$ cat config.mk
export PLATFORM = sky130hd
export DESIGN_NAME = cache_stats_unit
export DESIGN_NICKNAME = d
export VERILOG_FILES = /design/src/rtl/cache_stats_unit.sv
export SDC_FILE = /design/constraint.sdc
export NUM_CORES = 1
export LEC_CHECK = 0
export ABC_AREA = 1
export BUFFER_PORTS_ARGS = -buffer_cell sky130_fd_sc_hd__buf_2
export CAP_MARGIN = 0
export CORE_ASPECT_RATIO = 2
export CORE_UTILIZATION = 60
export CTS_CLUSTER_DIAMETER = 100
export DETAILED_ROUTE_END_ITERATION = 12
export GPL_TIMING_DRIVEN = 0
export PLACE_DENSITY_LB_ADDON = 0.25
export SLEW_MARGIN = 20
export SYNTH_ARGS = -nofsm -noshare
export SYNTH_HDL_FRONTEND = slang
export SYNTH_SLANG_ARGS = --single-unit
$ cat constraint.sdc
create_clock -name clk -period 2.55 [get_ports clk]
set_input_delay 0.51 -clock clk [delete_from_list [all_inputs] [get_ports clk]]
set_output_delay 0.51 -clock clk [all_outputs]
set_load 0.05 [all_outputs]
$ cat src/rtl/cache_stats_unit.sv
// Fixed-point L1/L2 miss-rate calculator: misses / (hits + misses) as unsigned Q0.FRAC_W,
// using one serial restoring divider shared between the two cache levels.
module cache_stats_unit #(
    parameter int unsigned CNT_W  = 18,
    parameter int unsigned FRAC_W = 16
) (
    input  logic              clk,
    input  logic              reset,
    input  logic              start,
    input  logic [CNT_W-1:0]  L1_hits,
    input  logic [CNT_W-1:0]  L1_misses,
    input  logic [CNT_W-1:0]  L2_hits,
    input  logic [CNT_W-1:0]  L2_misses,
    output logic              busy,
    output logic              done,
    output logic [FRAC_W-1:0] L1_miss_rate,
    output logic [FRAC_W-1:0] L2_miss_rate,
    output logic              L1_zero,
    output logic              L2_zero
);

    localparam int unsigned DEN_W = CNT_W + 1;
    localparam int unsigned REM_W = CNT_W + 2;
    localparam int unsigned IT_W  = $clog2(FRAC_W + 1);

    typedef enum logic [1:0] {
        IDLE   = 2'd0,
        DIV_L1 = 2'd1,
        DIV_L2 = 2'd2
    } state_t;

    state_t             state_q;
    state_t             state_d;
    logic [REM_W-1:0]   rem;
    logic [DEN_W-1:0]   denom;
    logic [DEN_W-1:0]   l2_denom;
    logic [CNT_W-1:0]   l2_miss;
    logic               l1_zero_snap;
    logic               l2_zero_snap;
    logic [IT_W-1:0]    iter;
    logic [FRAC_W-1:0]  quot;
    logic [FRAC_W-1:0]  l1_quot;

    logic [DEN_W-1:0]   l1_denom_c;
    logic [DEN_W-1:0]   l2_denom_c;
    logic [REM_W-1:0]   rem_sh_c;
    logic               rem_ge_c;
    logic [REM_W-1:0]   rem_nxt_c;
    logic [FRAC_W-1:0]  quot_nxt_c;
    logic               last_iter_c;

    // Denominators are one bit wider than the counters so they cannot overflow.
    assign l1_denom_c = DEN_W'(L1_hits) + DEN_W'(L1_misses);
    assign l2_denom_c = DEN_W'(L2_hits) + DEN_W'(L2_misses);

    // One restoring-division step; quotient bits enter at the LSB so the first is the MSB.
    assign rem_sh_c    = rem << 1;
    assign rem_ge_c    = rem_sh_c >= REM_W'(denom);
    assign rem_nxt_c   = rem_ge_c ? (rem_sh_c - REM_W'(denom)) : rem_sh_c;
    assign quot_nxt_c  = {quot[FRAC_W-2:0], rem_ge_c};
    assign last_iter_c = (iter == IT_W'(FRAC_W - 1));

    always_comb begin
        state_d = state_q;
        case (state_q)
            IDLE:    if (start)       state_d = DIV_L1;
            DIV_L1:  if (last_iter_c) state_d = DIV_L2;
            DIV_L2:  if (last_iter_c) state_d = IDLE;
            default:                  state_d = IDLE;
        endcase
    end

    always_ff @(posedge clk) begin
        if (reset) begin
            state_q      <= IDLE;
            busy         <= 1'b0;
            done         <= 1'b0;
            L1_miss_rate <= '0;
            L2_miss_rate <= '0;
            L1_zero      <= 1'b0;
            L2_zero      <= 1'b0;
            rem          <= '0;
            denom        <= '0;
            l2_denom     <= '0;
            l2_miss      <= '0;
            l1_zero_snap <= 1'b0;
            l2_zero_snap <= 1'b0;
            iter         <= '0;
            quot         <= '0;
            l1_quot      <= '0;
        end else begin
            state_q <= state_d;
            busy    <= (state_d != IDLE);
            done    <= 1'b0;
            case (state_q)
                IDLE: begin
                    if (start) begin
                        rem          <= REM_W'(L1_misses);
                        denom        <= l1_denom_c;
                        l2_denom     <= l2_denom_c;
                        l2_miss      <= L2_misses;
                        l1_zero_snap <= (l1_denom_c == '0);
                        l2_zero_snap <= (l2_denom_c == '0);
                        iter         <= '0;
                        quot         <= '0;
                    end
                end
                DIV_L1: begin
                    iter <= iter + IT_W'(1);
                    rem  <= rem_nxt_c;
                    quot <= quot_nxt_c;
                    if (last_iter_c) begin
                        // Hand the divider over to L2 on the same edge as the last L1 step.
                        l1_quot <= l1_zero_snap ? '0 : quot_nxt_c;
                        rem     <= REM_W'(l2_miss);
                        denom   <= l2_denom;
                        iter    <= '0;
                        quot    <= '0;
                    end
                end
                DIV_L2: begin
                    iter <= iter + IT_W'(1);
                    rem  <= rem_nxt_c;
                    quot <= quot_nxt_c;
                    if (last_iter_c) begin
                        L1_miss_rate <= l1_quot;
                        L2_miss_rate <= l2_zero_snap ? '0 : quot_nxt_c;
                        L1_zero      <= l1_zero_snap;
                        L2_zero      <= l2_zero_snap;
                        done         <= 1'b1;
                    end
                end
                default: ;
            endcase
        end
    end

endmodule

* Yosys cells after proc, flatten, opt, wreduce, memory -nomap -nowiden
Cells that the tools add are included.
** Operators by class
- Add/sub/neg operators :: 4
- Order comparisons :: 1
- Eq/ne operators :: 5
- Multiplexer cells :: 20
- Bitwise gates (word level) :: 1
- Reduce and logical (&&, ||, !) cells :: 12
** Operators with widths (number)
- two-way mux 19 bit :: 5
- case mux 19 bit (3 select lines) :: 1
- case mux 15 bit (3 select lines) :: 1
- adder 18 x 18 -> 19 bit :: 2
- zero test 19 bit :: 2
- case mux 19 bit (2 select lines) :: 1
- two-way mux 16 bit :: 2
- two-way mux 15 bit :: 2
- >= comparator 20 x 19 -> 1 bit :: 1
- subtractor 19 bit :: 1
- case mux 5 bit (3 select lines) :: 1
- two-way mux 5 bit :: 2
- AND reduction 2 bit :: 4
- two-way mux 2 bit :: 3
- case mux 2 bit (3 select lines) :: 1
- adder 5 x 1 -> 5 bit, second input constant :: 1
- == test 5 x 4 -> 1 bit, second input constant :: 1
- inequality test 2 bit, second input constant :: 2
- nonzero test 2 bit :: 2
- AND reduction 3 bit :: 1
- nonzero test 3 bit :: 1
- == test 2 x 1 -> 1 bit, second input constant :: 1
- == test 2 bit, second input constant :: 1
- zero test 2 bit :: 1
- other kinds (3) :: 3
** Word-level totals
- Flip-flop bits (word level) :: 151
- Input bits :: 75
- Output and inout port bits :: 36
- Word-level logic and storage cells :: 59

* Depth between registers and ports, before layout
- Depth after elaboration :: 4
- Gate-level depth with buffers :: 17
- Mapped depth without buffers :: 16

* Worst setup path before layout
No wires, ideal clock.
- Kind :: input to register
- Start :: input port L2_hits[0]
- End :: register l2_zero_snap
- Library setup time :: 0.070 ns
- Arrival time :: 2.102 ns
- Required time :: 2.480 ns
- Path slack :: 0.378 ns
- Stages on the path :: 16
- Buffers on the path :: 0
- Cell sequence :: ha_1 > inv_1 > fa_1 > inv_1 > nand3_1 > nand2_1 > nand2_1 > nand2_1 > nand2_1 > nand2_1 > nand2_1 > nand2_1 > nand3_1 > nor2_1 > nand4_1 > a21oi_1
** Between the ends
- Word-level cells in the longest chain between the ends :: 2
** RTL lines
- from (decl) :: RTL line 12 : input logic [CNT_W-1:0] L2_hits,
- adder 18 x 18 -> 19 bit :: RTL line 54 : assign l2_denom_c = DEN_W'(L2_hits) + DEN_W'(L2_misses);
- zero test 19 bit :: RTL line 103 : l2_zero_snap <= (l2_denom_c == '0);
- to (signal assigned) :: RTL line 103
- to (decl) :: RTL line 39 : logic l2_zero_snap;
Every way passes these cells.
A chain may end at the register's enable or synchronous reset.

* Worst setup path in the final report
- Start :: register iter[1]
- End :: register denom[0]
** Between the ends
- Word-level cells in the longest chain between the ends :: 3
** RTL lines
- from (decl) :: RTL line 40 : logic [IT_W-1:0] iter;
- from (signal assigned) :: RTL line 109 : iter <= iter + IT_W'(1);
- from (signal assigned) :: RTL line 122 : iter <= iter + IT_W'(1);
- == test 5 x 4 -> 1 bit :: RTL line 61 : assign last_iter_c = (iter == IT_W'(FRAC_W - 1));
- via last_iter_c :: RTL line 50 : logic last_iter_c;
- inequality test 2 bit (no source line)
- AND reduction 3 bit (no source line)
- to (signal assigned) :: RTL line 99 : denom <= l1_denom_c;
- to (signal assigned) :: RTL line 116 : denom <= l2_denom;
- to (decl) :: RTL line 35 : logic [DEN_W-1:0] denom;
The timed path passes the listed nets, and every way through them passes these cells.

==> key figures <==
Synth
  • Syn nets: 1723
  • Post-synthesis sequential area ratio: 30.9%
  • Number of synthesis warnings: 0
  • Post-Synthesis Cell Area: 9780 um^2
  • EDFF count, synth: 0
  • Cell count after synthesis: 1583
  • Avg Inst Size Synth: slightly above 6 um^2
  • Async SR Flop Fraction: 0%
  • Top FF cell, synth: dfxtp_1
  • Synth Register Bits: ~150
  • Unique masters post-synth: 42

Routing
  • Post-DR vias/cell: about 5.6
  • Post-route ant nets: 0
  • DRT iter0 DRCs: slightly below 700
  • DRT Pass-1 Iters: 6
  • Remaining routing DRC violations: 0
  • Final WL: 32.6 mm
  • Via count: 10800
  • Wirelength per Cell: ~17 um

Placement
  • Dpl hpwl: 25.7 mm
  • RD Place Congestion: slightly above 1
  • Pre-CTS WS: -0.343 ns
  • Port Buffer Count: 109

Timing
  • Relative slew slack: 52.2%
  • Setup TNS: 0 ns
  • Setup ws final: 0.111 ns
  • Fin Hold WS: between 0.3 and 0.4 ns
  • Slew @ Worst Pin: 0.717 ns
  • Crit path time final: 2.44 ns
  • Final Cycle Share: between 90% and 100%
  • Clock Skews: between 0.015 and 0.02 ns
  • Final hold viol count: 0
  • Max-slew violation count: 0
  • Endpoints failing setup: 0
  • F_max: just over 0.4 GHz
  • Unrepaired setup endpoints after global routing: false

GRT
  • Grt total ovfl: 0
  • Initial antenna violation count: 0
  • Global Route Usage Sum: between 30% and 40%
  • Largest net degree at the start of global routing: 17
  • Vias in the first global route: between 10000 and 15000
  • GRT met3 Usage: 8.04%
  • Busiest grt layer: met2
  • GR Layer Usage met1: 36.1%
  • First-pass GRT wire length: 51.1 mm
  • GR Layer Usage met2: 73.0%

Clocking
  • Clock buffer count from CTS: 17
  • CTS tree: built
  • Hold buffers post-CTS: 0
  • Clock Root Buffer: clkbuf_16
  • Clock tree buffer depth: 2
  • H-tree levels: 4
  • Clock latency at the later pin of the worst-skew pair: between 0.4 and 0.5 ns
  • Sink Count: 151
  • Clock transition at path regs: 0.06 ns

Cells and area
  • Fin util: 70.9%
  • Fill cells: 1482
  • Ant diodes: 0
  • Most common cell after layout, fill and taps aside: nand2_1
  • Most frequent cells in the layout: 492 x nand2_1, 215 x inv_1, 182 x nor2_1
  • Share of layout cells above drive strength 1: 11.0%
  • Layout area overhead: 14.9%
  • Fin nets: 1857

Floorplan
  • Die Ht: 183 um
  • Die ar.: 16800 um^2
  • Boundary pin count: ~110
  • Core ar.: about 16000 um^2
  • Die Wd: 92.3 um
  • Initial Utilization: 61.7%
  • Core Rows: 65

Critical path
  • Crit. End Element: flip-flop
  • Worst path arrival time: 2.74 ns
  • Crit-path max FO: 10
  • CP Launch Type: flip-flop
  • Reg2reg start: iter[1]$_SDFFE_PP0P_
  • Worst setup path startpoint: iter[1]$_SDFFE_PP0P_
  • Data required, critical path: 2.85 ns
  • Critical path class: reg2reg

Pwr
  • Cell Pwr Density: 669 nW/um^2
  • Leakage: 0.00561 uW
  • Peak VDD IR: 0.602 mV
  • Final Total Pwr: 7520 uW

Run status
  • Status: complete, no violations

Run
  • Max-cap violations: 0

Worst hold path
  • Worst hold path type: in2reg
  • Hold Crit Start: L2_misses[17]
[synth_stat cells (2+ instances only)]
cell | n | share of area (%)
nor2_2 | 2 | 0.13
o211ai_1 | 15 | 1.2
and2_1 | 2 | 0.13
nand4_1 | 12 | 0.77
a211oi_1 | 2 | 0.15
inv_1 | 215 | 8.3
clkbuf_1 | 39 | 1.5
a21oi_1 | 141 | 7.2
nor3_1 | 11 | 0.56
o21ai_0 | 85 | 4.3
xnor2_1 | 14 | 1.3
buf_2 | 7 | 0.36
nor3b_1 | 3 | 0.23
nor2_1 | 185 | 7.1
buf_1 | 4 | 0.15
a221oi_1 | 5 | 0.45
buf_4 | 2 | 0.15
dfxtp_1 | 151 | 31
nand2_1 | 492 | 19
nand3b_1 | 4 | 0.31
o21ai_2 | 2 | 0.18
o21ai_1 | 7 | 0.36
xor2_1 | 4 | 0.36
fa_1 | 3 | 0.61
inv_2 | 6 | 0.23
a21oi_2 | 7 | 0.63
ha_1 | 62 | 7.9
a21o_1 | 2 | 0.15
o21a_1 | 5 | 0.38
nand3_1 | 81 | 4.1
nor4_1 | 2 | 0.13
[through the flow]
| stage | std cells | instance area, um^2 |
|---|---|---|
| finish | 1929 | 11200 |
| detailed placement | 1893 | 10600 |
| floorplan | 1583 | 9780 |
| global route | 1929 | 11200 |
| CTS | 1923 | 11100 |
| global placement | 1893 | 10600 |
[metal layers]
layer | routed length, um | vias to the layer above | share of wire (%)
met1 | 10800 | 4883 | 33
li1 | - | 5285 | -
met4 | 3060 | 0 | 9.4
met5 | 0 | - | 0
met3 | 2080 | 166 | 6.4
met2 | 16700 | 489 | 51
[power by group]
part / internal, uW / switching [uW] / leakage (uW)
Sequential: 2490 / 84.5 / 0.00123
Clock: 1390 / 1020 / 0.000265
Combinational: 851 / 1690 / 0.00412
Total: 4730 / 2790 / 0.00561
[what timing repair did]
item                                   CTS  global route
gates cloned                             0             0
endpoints found under the hold margin    0             0
resized for setup                        2            24
pin swaps                                0             2
buffers inserted                         0             6
setup endpoints to repair                2            51
[worst max-delay path: stages, from the launching register on]
cell	delay, ns
dfxtp_1	0.38
ha_1	0.18
nand2_1	0.05
nor2_1	0.16
ha_1	0.23
nand2_1	0.14
o21ai_4	0.26
inv_1	0.16
clkbuf_1	0.28
o21ai_0	0.42
a21oi_1	0.07
[sequential cells by signal (all words and copies together), names as in the netlist, 2 cells and up]
name / count
iter: 5
l1_quot: 16
denom: 19
L1_miss_rate: 16
l2_denom: 19
L2_miss_rate: 16
state_q: 2
l2_miss: 18
quot: 15
rem: 19
[final timing paths]
kind	end	slack [ns]	depth (start not counted)
hold / removal	l2_miss[17]$_SDFFE_PP0P_	0.38	3
setup / recovery	denom[0]$_SDFFE_PP0P_	0.11	10
hold reg to reg	l2_miss[4]$_SDFFE_PP0P_	0.45	2
setup reg to reg	denom[0]$_SDFFE_PP0P_	0.11	10
[kinds of logic (layout without fill, tap and decap cells)]
| logic type | after synthesis | after routing | synth area share [%] |
|---|---|---|---|
| AND/OR/NAND/NOR | 799 | 799 | 32.8 |
| XOR/XNOR | 18 | 18 | 1.61 |
| buffers and inverters | 275 | 420 | 10.8 |
| adder cells (fa/ha/maj) | 65 | 65 | 8.55 |
| AO/OA/AOI/OAI | 275 | 275 | 15.3 |
| flip-flops | 151 | 151 | 30.9 |
[layout make-up]
cell class	count	area, um^2	share of cell area [%]
Multi-Input combinational cell	1157	5750	51.2
Clock buffer	20	457	4.06
Tap cell	201	251	2.24
Inverter	222	833	7.42
Clock inverter	10	97.6	0.869
Timing Repair Buffer	115	591	5.26
Buffer	53	230	2.05
Sequential cell	151	3020	26.9
No activity file was read; power rests on OpenSTA's default activity.
